<file path="src/rtl/fpu_ss_pkg.sv">
// Shared types and constants for the FPU subsystem write-back path.
package fpu_ss_pkg;

  localparam int unsigned NumFpRegs = 32;
  localparam int unsigned DataWidth = 32;
  localparam int unsigned RegAddrW  = $clog2(NumFpRegs);

  typedef struct packed {
    logic [RegAddrW-1:0]  rd;
    logic [DataWidth-1:0] data;
  } wb_req_t;

  typedef enum logic {
    WB_SRC_FPU = 1'b0,
    WB_SRC_MEM = 1'b1
  } wb_src_e;

endpackage

</file>
<file path="src/rtl/fpu_ss_wb_buffer.sv">
// One-entry valid/ready holding register for a write-back request.
module fpu_ss_wb_buffer
  import fpu_ss_pkg::*;
(
  input  logic    clk_i,
  input  logic    rst_i,
  input  logic    valid_i,
  output logic    ready_o,
  input  wb_req_t req_i,
  input  logic    drain_i,
  output logic    full_o,
  output wb_req_t req_o
);

  logic    full_q, full_d;
  wb_req_t req_q, req_d;
  logic    load;

  // ready depends only on stored state and the drain grant, never on valid_i
  always_comb begin
    ready_o = !full_q | drain_i;
    load    = valid_i & ready_o;
    full_d  = full_q;
    req_d   = req_q;
    if (load) begin
      full_d = 1'b1;
      req_d  = req_i;
    end else if (drain_i) begin
      full_d = 1'b0;
    end
  end

  always_ff @(posedge clk_i or posedge rst_i) begin
    if (rst_i) begin
      full_q <= 1'b0;
      req_q  <= '0;
    end else begin
      full_q <= full_d;
      req_q  <= req_d;
    end
  end

  assign full_o = full_q;
  assign req_o  = req_q;

endmodule

</file>
<file path="src/rtl/fpu_ss_wb_arbiter.sv">
// Merges FPU results and load data onto the single regfile write port and tracks pending writes.
// Optional same-cycle write forwarding is enabled with FPU_SS_WB_FWD_EN.
module fpu_ss_wb_arbiter
  import fpu_ss_pkg::*;
(
  input  logic                 clk_i,
  input  logic                 rst_i,
  input  logic                 issue_valid_i,
  input  logic [RegAddrW-1:0]  issue_rd_i,
  output logic [NumFpRegs-1:0] sb_busy_o,
  input  logic                 fpu_valid_i,
  output logic                 fpu_ready_o,
  input  logic [RegAddrW-1:0]  fpu_rd_i,
  input  logic [DataWidth-1:0] fpu_data_i,
  input  logic                 mem_valid_i,
  output logic                 mem_ready_o,
  input  logic [RegAddrW-1:0]  mem_rd_i,
  input  logic [DataWidth-1:0] mem_data_i,
  output logic                 rf_we_o,
  output logic [RegAddrW-1:0]  rf_waddr_o,
  output logic [DataWidth-1:0] rf_wdata_o
`ifdef FPU_SS_WB_FWD_EN
  ,
  input  logic [2:0][RegAddrW-1:0] fwd_raddr_i,
  output logic [2:0]               fwd_hit_o,
  output logic [DataWidth-1:0]     fwd_data_o
`endif
);

  wb_req_t              fpu_req_in, mem_req_in;
  wb_req_t              fpu_req, mem_req;
  logic                 fpu_full, mem_full;
  logic                 fpu_drain, mem_drain;
  logic                 fpu_load, mem_load;
  logic                 grant_vld;
  wb_src_e              grant;
  wb_src_e              rr_last_q, rr_last_d;
  logic                 age_q, age_d;      // 1: MEM entry is older than FPU entry
  logic [NumFpRegs-1:0] sb_q, sb_d;

  always_comb begin
    fpu_req_in = '{rd: fpu_rd_i, data: fpu_data_i};
    mem_req_in = '{rd: mem_rd_i, data: mem_data_i};
  end

  fpu_ss_wb_buffer u_fpu_buf (
    .clk_i   (clk_i),
    .rst_i   (rst_i),
    .valid_i (fpu_valid_i),
    .ready_o (fpu_ready_o),
    .req_i   (fpu_req_in),
    .drain_i (fpu_drain),
    .full_o  (fpu_full),
    .req_o   (fpu_req)
  );

  fpu_ss_wb_buffer u_mem_buf (
    .clk_i   (clk_i),
    .rst_i   (rst_i),
    .valid_i (mem_valid_i),
    .ready_o (mem_ready_o),
    .req_i   (mem_req_in),
    .drain_i (mem_drain),
    .full_o  (mem_full),
    .req_o   (mem_req)
  );

  // Same-rd conflicts follow age to keep WAW order; otherwise round-robin.
  always_comb begin
    grant_vld = fpu_full | mem_full;
    grant     = WB_SRC_FPU;
    rr_last_d = rr_last_q;
    if (fpu_full && mem_full) begin
      if (fpu_req.rd == mem_req.rd) begin
        grant = age_q ? WB_SRC_MEM : WB_SRC_FPU;
      end else begin
        grant     = (rr_last_q == WB_SRC_MEM) ? WB_SRC_FPU : WB_SRC_MEM;
        rr_last_d = grant;
      end
    end else if (mem_full) begin
      grant = WB_SRC_MEM;
    end
    fpu_drain = grant_vld & (grant == WB_SRC_FPU);
    mem_drain = grant_vld & (grant == WB_SRC_MEM);
  end

  always_comb begin
    rf_we_o    = grant_vld;
    rf_waddr_o = '0;
    rf_wdata_o = '0;
    if (fpu_drain) begin
      rf_waddr_o = fpu_req.rd;
      rf_wdata_o = fpu_req.data;
    end else if (mem_drain) begin
      rf_waddr_o = mem_req.rd;
      rf_wdata_o = mem_req.data;
    end
  end

  // Age is captured only when the other entry stays resident past this edge.
  always_comb begin
    fpu_load = fpu_valid_i & fpu_ready_o;
    mem_load = mem_valid_i & mem_ready_o;
    age_d    = age_q;
    if (fpu_load && mem_full && !mem_drain) begin
      age_d = 1'b1;
    end else if (mem_load && fpu_full && !fpu_drain) begin
      age_d = 1'b0;
    end
  end

  // Set after clear so a same-cycle issue to the written rd stays pending.
  always_comb begin
    sb_d = sb_q;
    if (rf_we_o) begin
      sb_d[rf_waddr_o] = 1'b0;
    end
    if (issue_valid_i) begin
      sb_d[issue_rd_i] = 1'b1;
    end
  end

  always_ff @(posedge clk_i or posedge rst_i) begin
    if (rst_i) begin
      rr_last_q <= WB_SRC_MEM;
      age_q     <= 1'b0;
      sb_q      <= '0;
    end else begin
      rr_last_q <= rr_last_d;
      age_q     <= age_d;
      sb_q      <= sb_d;
    end
  end

  assign sb_busy_o = sb_q;

`ifdef FPU_SS_WB_FWD_EN
  always_comb begin
    fwd_hit_o = '0;
    for (int unsigned k = 0; k < 3; k++) begin
      fwd_hit_o[k] = rf_we_o & (rf_waddr_o == fwd_raddr_i[k]);
    end
    fwd_data_o = rf_wdata_o;
  end
`endif

`ifndef SYNTHESIS
  // Issue logic must stall on a pending destination.
  a_issue_no_hazard: assert property (
    @(posedge clk_i) disable iff (rst_i) issue_valid_i |-> !sb_q[issue_rd_i]
  );
`endif

endmodule
</file>
<file path="config.mk">
export PLATFORM = sky130hd
export DESIGN_NAME = fpu_ss_wb_arbiter
export DESIGN_NICKNAME = d
export VERILOG_FILES = /design/src/rtl/fpu_ss_pkg.sv /design/src/rtl/fpu_ss_wb_buffer.sv /design/src/rtl/fpu_ss_wb_arbiter.sv
export SDC_FILE = /design/constraint.sdc
export NUM_CORES = 1
export LEC_CHECK = 0
export ABC_AREA = 1
export CORE_UTILIZATION = 36
export CTS_CLUSTER_SIZE = 10
export DETAILED_ROUTE_END_ITERATION = 12
export PLACE_DENSITY = 0.61
export SYNTH_ARGS = -nofsm -noshare
export SYNTH_HDL_FRONTEND = slang
export SYNTH_SLANG_ARGS = --single-unit
</file>
<file path="constraint.sdc">
create_clock -name clk_i -period 8.9 [get_ports clk_i]
set_input_delay 2.67 -clock clk_i [delete_from_list [all_inputs] [get_ports clk_i]]
set_output_delay 2.67 -clock clk_i [all_outputs]
set_load 0.1 [all_outputs]
</file>
## After elaboration in Yosys (flattened, before gate mapping)

Cells that the tools add are included.
Widths: inputs -> output; s select.

- Bitwise gates (word level): 12
- Equal/unequal tests: 1
- Muxes and demuxes: 21
- Reductions and logical operators: 15
- Order comparisons: 4

Operators by type and width:

| operator | count |
|---|---|
| $mux 32 | 4 |
| $and 32x32->32 | 1 |
| $not 32->32 | 1 |
| $or 32x32->32 | 1 |
| $mux 1 | 13 |
| $lt 5x6->1 const B | 2 |
| $demux 1 s5 | 2 |
| $ge 5x1->1 const B | 2 |
| $mux 5 | 2 |
| $logic_and 1x1->1 | 7 |
| $reduce_bool 2->1 | 3 |
| $eq 5x5->1 | 1 |
| $and 1x1->1 | 4 |
| $logic_not 1->1 | 4 |
| $or 1x1->1 | 3 |
| $not 1->1 | 2 |
| $reduce_and 2->1 | 1 |

- Word-level logic and storage cells: 62
- Register bits: 110
- Bits of input ports: 84

## Logic depth before layout (Yosys ltp)

- Depth in word-level cells: 15
- Depth in mapped cells: 15
- Depth with buffers taken out: 15

## Hierarchy

Synthesis repeated with hierarchy kept, for this count alone.

- Cell total of the unflattened synthesis: 637
- Area total of the unflattened synthesis: 5451.5 µm²

Modules (own cells, without submodules):

| module | times used | area an instance (µm²) | cells each | sequential area each (µm²) |
|---|---|---|---|---|
| fpu_ss_wb_buffer | 2 | 1537.7 | 166 | 950.9 |
| fpu_ss_wb_arbiter | 1 | 2376.0 | 305 | 852.1 |

## Least setup slack after synthesis

OpenSTA, ideal clock, no wires.

- Kind: reg2out
- From: reg u_mem_buf.req_q (netlist bit u_mem_buf.req_o[36])
- To: out rf_wdata_o[0]
- Path slack: 2699 ps
- Arrival time: 3531 ps
- Stages on the path, launching flop included: 8
- Path through: dfrtp_1 > xnor2_1 > nand3_2 > nand3_4 > nand3_4 > buf_4 > clkbuf_1 > o21ai_0

- Longest elaborated chain between the ends: 6
- Elaborated cells on any way between the ends: 8
- Those cells by class: 1 x eq/ne; 4 x mux; 3 x bitwise

RTL lines:

| element | line | text |
|---|---|---|
| start, declared | fpu_ss_wb_buffer.sv:16 | `wb_req_t req_q, req_d;` |
| start signal, assigned | fpu_ss_wb_buffer.sv:39 | `req_q <= req_d;` |
| $eq 5x5->1 * | fpu_ss_wb_arbiter.sv:74 | `if (fpu_req.rd == mem_req.rd) begin` |
| $mux 1 * | fpu_ss_wb_arbiter.sv:74 |  |
| $mux 1 * | fpu_ss_wb_arbiter.sv:73 | `if (fpu_full && mem_full) begin` |
| $and 1x1->1 or $not 1->1 (tied branches) | fpu_ss_wb_arbiter.sv:84, fpu_ss_wb_arbiter.sv:83 |  |
| $mux 32 or $and 1x1->1 (tied branches) | fpu_ss_wb_arbiter.sv:94, fpu_ss_wb_arbiter.sv:83 |  |
| $mux 32 * | fpu_ss_wb_arbiter.sv:91 | `if (fpu_drain) begin` |
| end, declared | fpu_ss_wb_arbiter.sv:21 | `output logic [DataWidth-1:0] rf_wdata_o` |

Mark *: on every way between the ends. The rest lies on a longest branch, timed or not.

## Worst setup path in the final report

- From: reg u_mem_buf.full_q, in the netlist u_mem_buf.full_o
- To: out rf_wdata_o[20]

- Longest elaborated chain between the ends: 5
- Elaborated cells on any way between the ends: 9
- Those cells by class: 4 x mux; 4 x bitwise; 1 x reduce/logical

RTL lines:

| element | line | text |
|---|---|---|
| start, declared | fpu_ss_wb_buffer.sv:15 | `logic full_q, full_d;` |
| start signal, assigned | fpu_ss_wb_buffer.sv:38 | `full_q <= full_d;` |
| $mux 1 or $logic_and 1x1->1 (tied branches) | fpu_ss_wb_arbiter.sv:80, fpu_ss_wb_arbiter.sv:73 |  |
| $mux 1 | fpu_ss_wb_arbiter.sv:73 |  |
| $and 1x1->1 or $not 1->1 (tied branches) | fpu_ss_wb_arbiter.sv:84, fpu_ss_wb_arbiter.sv:83 |  |
| $mux 32 or $and 1x1->1 (tied branches) | fpu_ss_wb_arbiter.sv:94, fpu_ss_wb_arbiter.sv:83 |  |
| $mux 32 * | fpu_ss_wb_arbiter.sv:91 |  |

Marks and branches as above.

==> metrics.md <==
| Metric | Value |
|---|---|
| Run status | `complete, no violations` |
| Average size of a mapped cell | `8.78 um^2` |
| Fillcell total | `1314` |
| Max Root-Sink Buffers | `2` |
| Post-Route Skew | `0.00732 ns` |
| Final hold vios | `0` |
| First-pass GRT wire length | `21900 um` |
| ANT cells | `0` |
| Number of remaining DRC errors | `0` |
| 1st-iter DRT viols | `354` |
| Initial antenna violation count | `0` |
| HP Class | `reg -> reg` |
| Met3 WL | `744 um` |
| Worst slack, placed | `2.50 ns` |
| Postcts setup bufs | `0` |
| Final Cell Area | `0.00709 mm^2` |
| Fin util | `0.509` |
| Std-Cell Rows | `43` |
| Wire length on met1 | `6070 um` |
| Warnings from Yosys | `0` |
| IO Count | `156` |
| Htree depth | `3` |
| CP Launch Type | `flip-flop` |
| Vias | `4399` |
| Worst-margin pin slew | `1.11 ns` |
| Final setup margin | `2.07 ns` |
| Routed wire per std cell | `15.1 um` |
| DR vias/cell | `4.80` |
| Worst Path Class, Setup | `reg -> out` |
| Multi-input gate area | `0.00200 mm^2` |
| WP data arrival | `4.16 ns` |
| Total GRT Usage | `0.194` |
| DRT Pass-1 Iters | `5` |
| R2R setup slack | `5.66 ns` |
| Die Span Y | `122 um` |
| Gpl congestion | `0.814` |
| Fraction of layout cells with a size suffix above 1 | `0.101` |
| Max Clk Rate | `146 MHz` |
| # resized after CTS | `0` |
| Area growth syn-to-layout | `37.5%` |
| Clock transition at path regs | `0.07 ns` |
| Worst-path maximum fanout | `54` |
| Relative slew slack | `0.258` |
| Syn Std Cell Area | `0.00516 mm^2` |
| Post-synthesis sequential area ratio | `0.534` |
| Nets | `815` |
| DP Wirelength | `10000 um` |
| Share of the clock period used by the worst path | `0.767` |
| Period minus WS final | `6.83 ns` |
| Hold depth | `2` |
| Placed Area | `0.00681 mm^2` |
| TritonCTS clock tree | `yes` |
| Vias in the first global route | `4312` |
| Top Layer Used | `met4` |
| Most frequent cells in the layout | `156 x nand2_1, 155 x clkdlybuf4s50_1, 109 x dfrtp_1, 65 x inv_1, 47 x o21ai_0` |
| Die W | `122 um` |
| Commonest non-fill, non-tap cell in the layout | `nand2_1` |
| Cts bufs inserted | `9` |
| Hold_buf cts | `0` |
| Library cells used by synthesis | `30` |
| CP required | `6.23 ns` |
| Initial core utilization | `0.370` |
| Gate Count Post-Synth | `587` |
| Number of setup violations in the final report | `0` |
| Unrepaired setup endpoints after global routing | `false` |
| Die area | `0.0148 mm^2` |
| Root buffer cell | `clkbuf_16` |
| GRT overflow | `0` |
| Core ar. | `0.0139 mm^2` |
| Final TNS setup | `0 ns` |
| WL met2 | `6710 um` |
| Clock Latency Late Sink | `0.35 ns` |
| Synth Register Bits | `110` |
| Max-cap viol count | `0` |
| Worst Setup End Kind | `output pin` |
| Num Clock Sinks | `110` |
| Count of final max-slew check failures | `0` |
| Antenna-violating nets left | `0` |
| Syn_nets | `671` |
| R2R depth | `12` |
| Drt total wl | `13800 um` |
| Area taken by flip-flops and latches | `0.00275 mm^2` |
| I/O Buffers | `155` |
| Largest net degree at the start of global routing | `81` |
[worst paths after layout]
kind / from / to
max in group asynchronous: rst_i / sb_busy_o[17]
min: sb_busy_o[6] / sb_busy_o[6]
min in group asynchronous: rst_i / u_mem_buf.req_o[20]
min reg2reg: sb_busy_o[6] / sb_busy_o[6]
max reg2reg: u_mem_buf.req_o[36] / sb_busy_o[9]
max: u_mem_buf.full_o / rf_wdata_o[20]
[worst max-delay path: stages (launching register included)]
cell             delay, ns
dfrtp_1               0.49
nand2_1               0.11
nor2_1                0.21
nand4_4               0.21
nand3_4               0.53
nand2_1               0.68
o22ai_1               0.35
clkdlybuf4s50_1       1.21
[layout make-up]
cell class	count	share of cell area
Multi-Input combinational cell	382	0.282
Inverter	71	0.0379
Clock buffer	13	0.0367
Clock inverter	3	0.00265
Timing Repair Buffer	157	0.221
Tap cell	180	0.0318
Sequential cell	110	0.388
[synth_stat cells (all sizes together)]
cell,n,area [um^2]
o21ai,66,330
xnor2,2,17.5
clkbuf,7,26.3
o22ai,19,119
dfstp,1,26.3
dfrtp,109,2730
or2,1,6.26
nor3,9,45.0
a21oi,24,158
mux2,14,191
nand4,6,52.6
inv,71,267
nor2,38,178
nand3,37,235
nand2,166,663
buf,17,114
[cells by family (layout without fill, tap and decap cells)]
| group | after synthesis | in the layout | synth area share |
|---|---|---|---|
| and+or+nand+nor | 257 | 257 | 0.229 |
| DFF | 110 | 110 | 0.534 |
| AOI/OAI and AO/OA | 109 | 109 | 0.118 |
| buffers and inverters | 95 | 244 | 0.0789 |
| muxes | 14 | 14 | 0.0371 |
| xor gates and xnor gates | 2 | 2 | 0.00340 |
[metal layers]
layer | vias up | GRT usage
met4 | 0 | 0.0748
met3 | 22 | 0.0384
met5 | - | 0
met2 | 132 | 0.318
met1 | 2075 | 0.253
li1 | 2170 | -
[sequential cells by signal, summed over array words and instances (netlist names)]
signal            cells
u_fpu_buf.full_o      1
u_mem_buf.full_o      1
u_fpu_buf.req_o      37
rr_last_q             1
age_q                 1
u_mem_buf.req_o      37
sb_busy_o            32
[metrics by stage]
stage / std cells / hold WS (ns)
floorplan: 587 / 0.468
global placement: 900 / 0.458
detailed placement: 900 / 0.463
CTS: 916 / 0.479
global route: 916 / 0.503
finish: 916 / 0.478
Power is left out: the tool's default activity adds up to more than one toggle a clock period on the data nets, which glitch-free logic cannot reach.
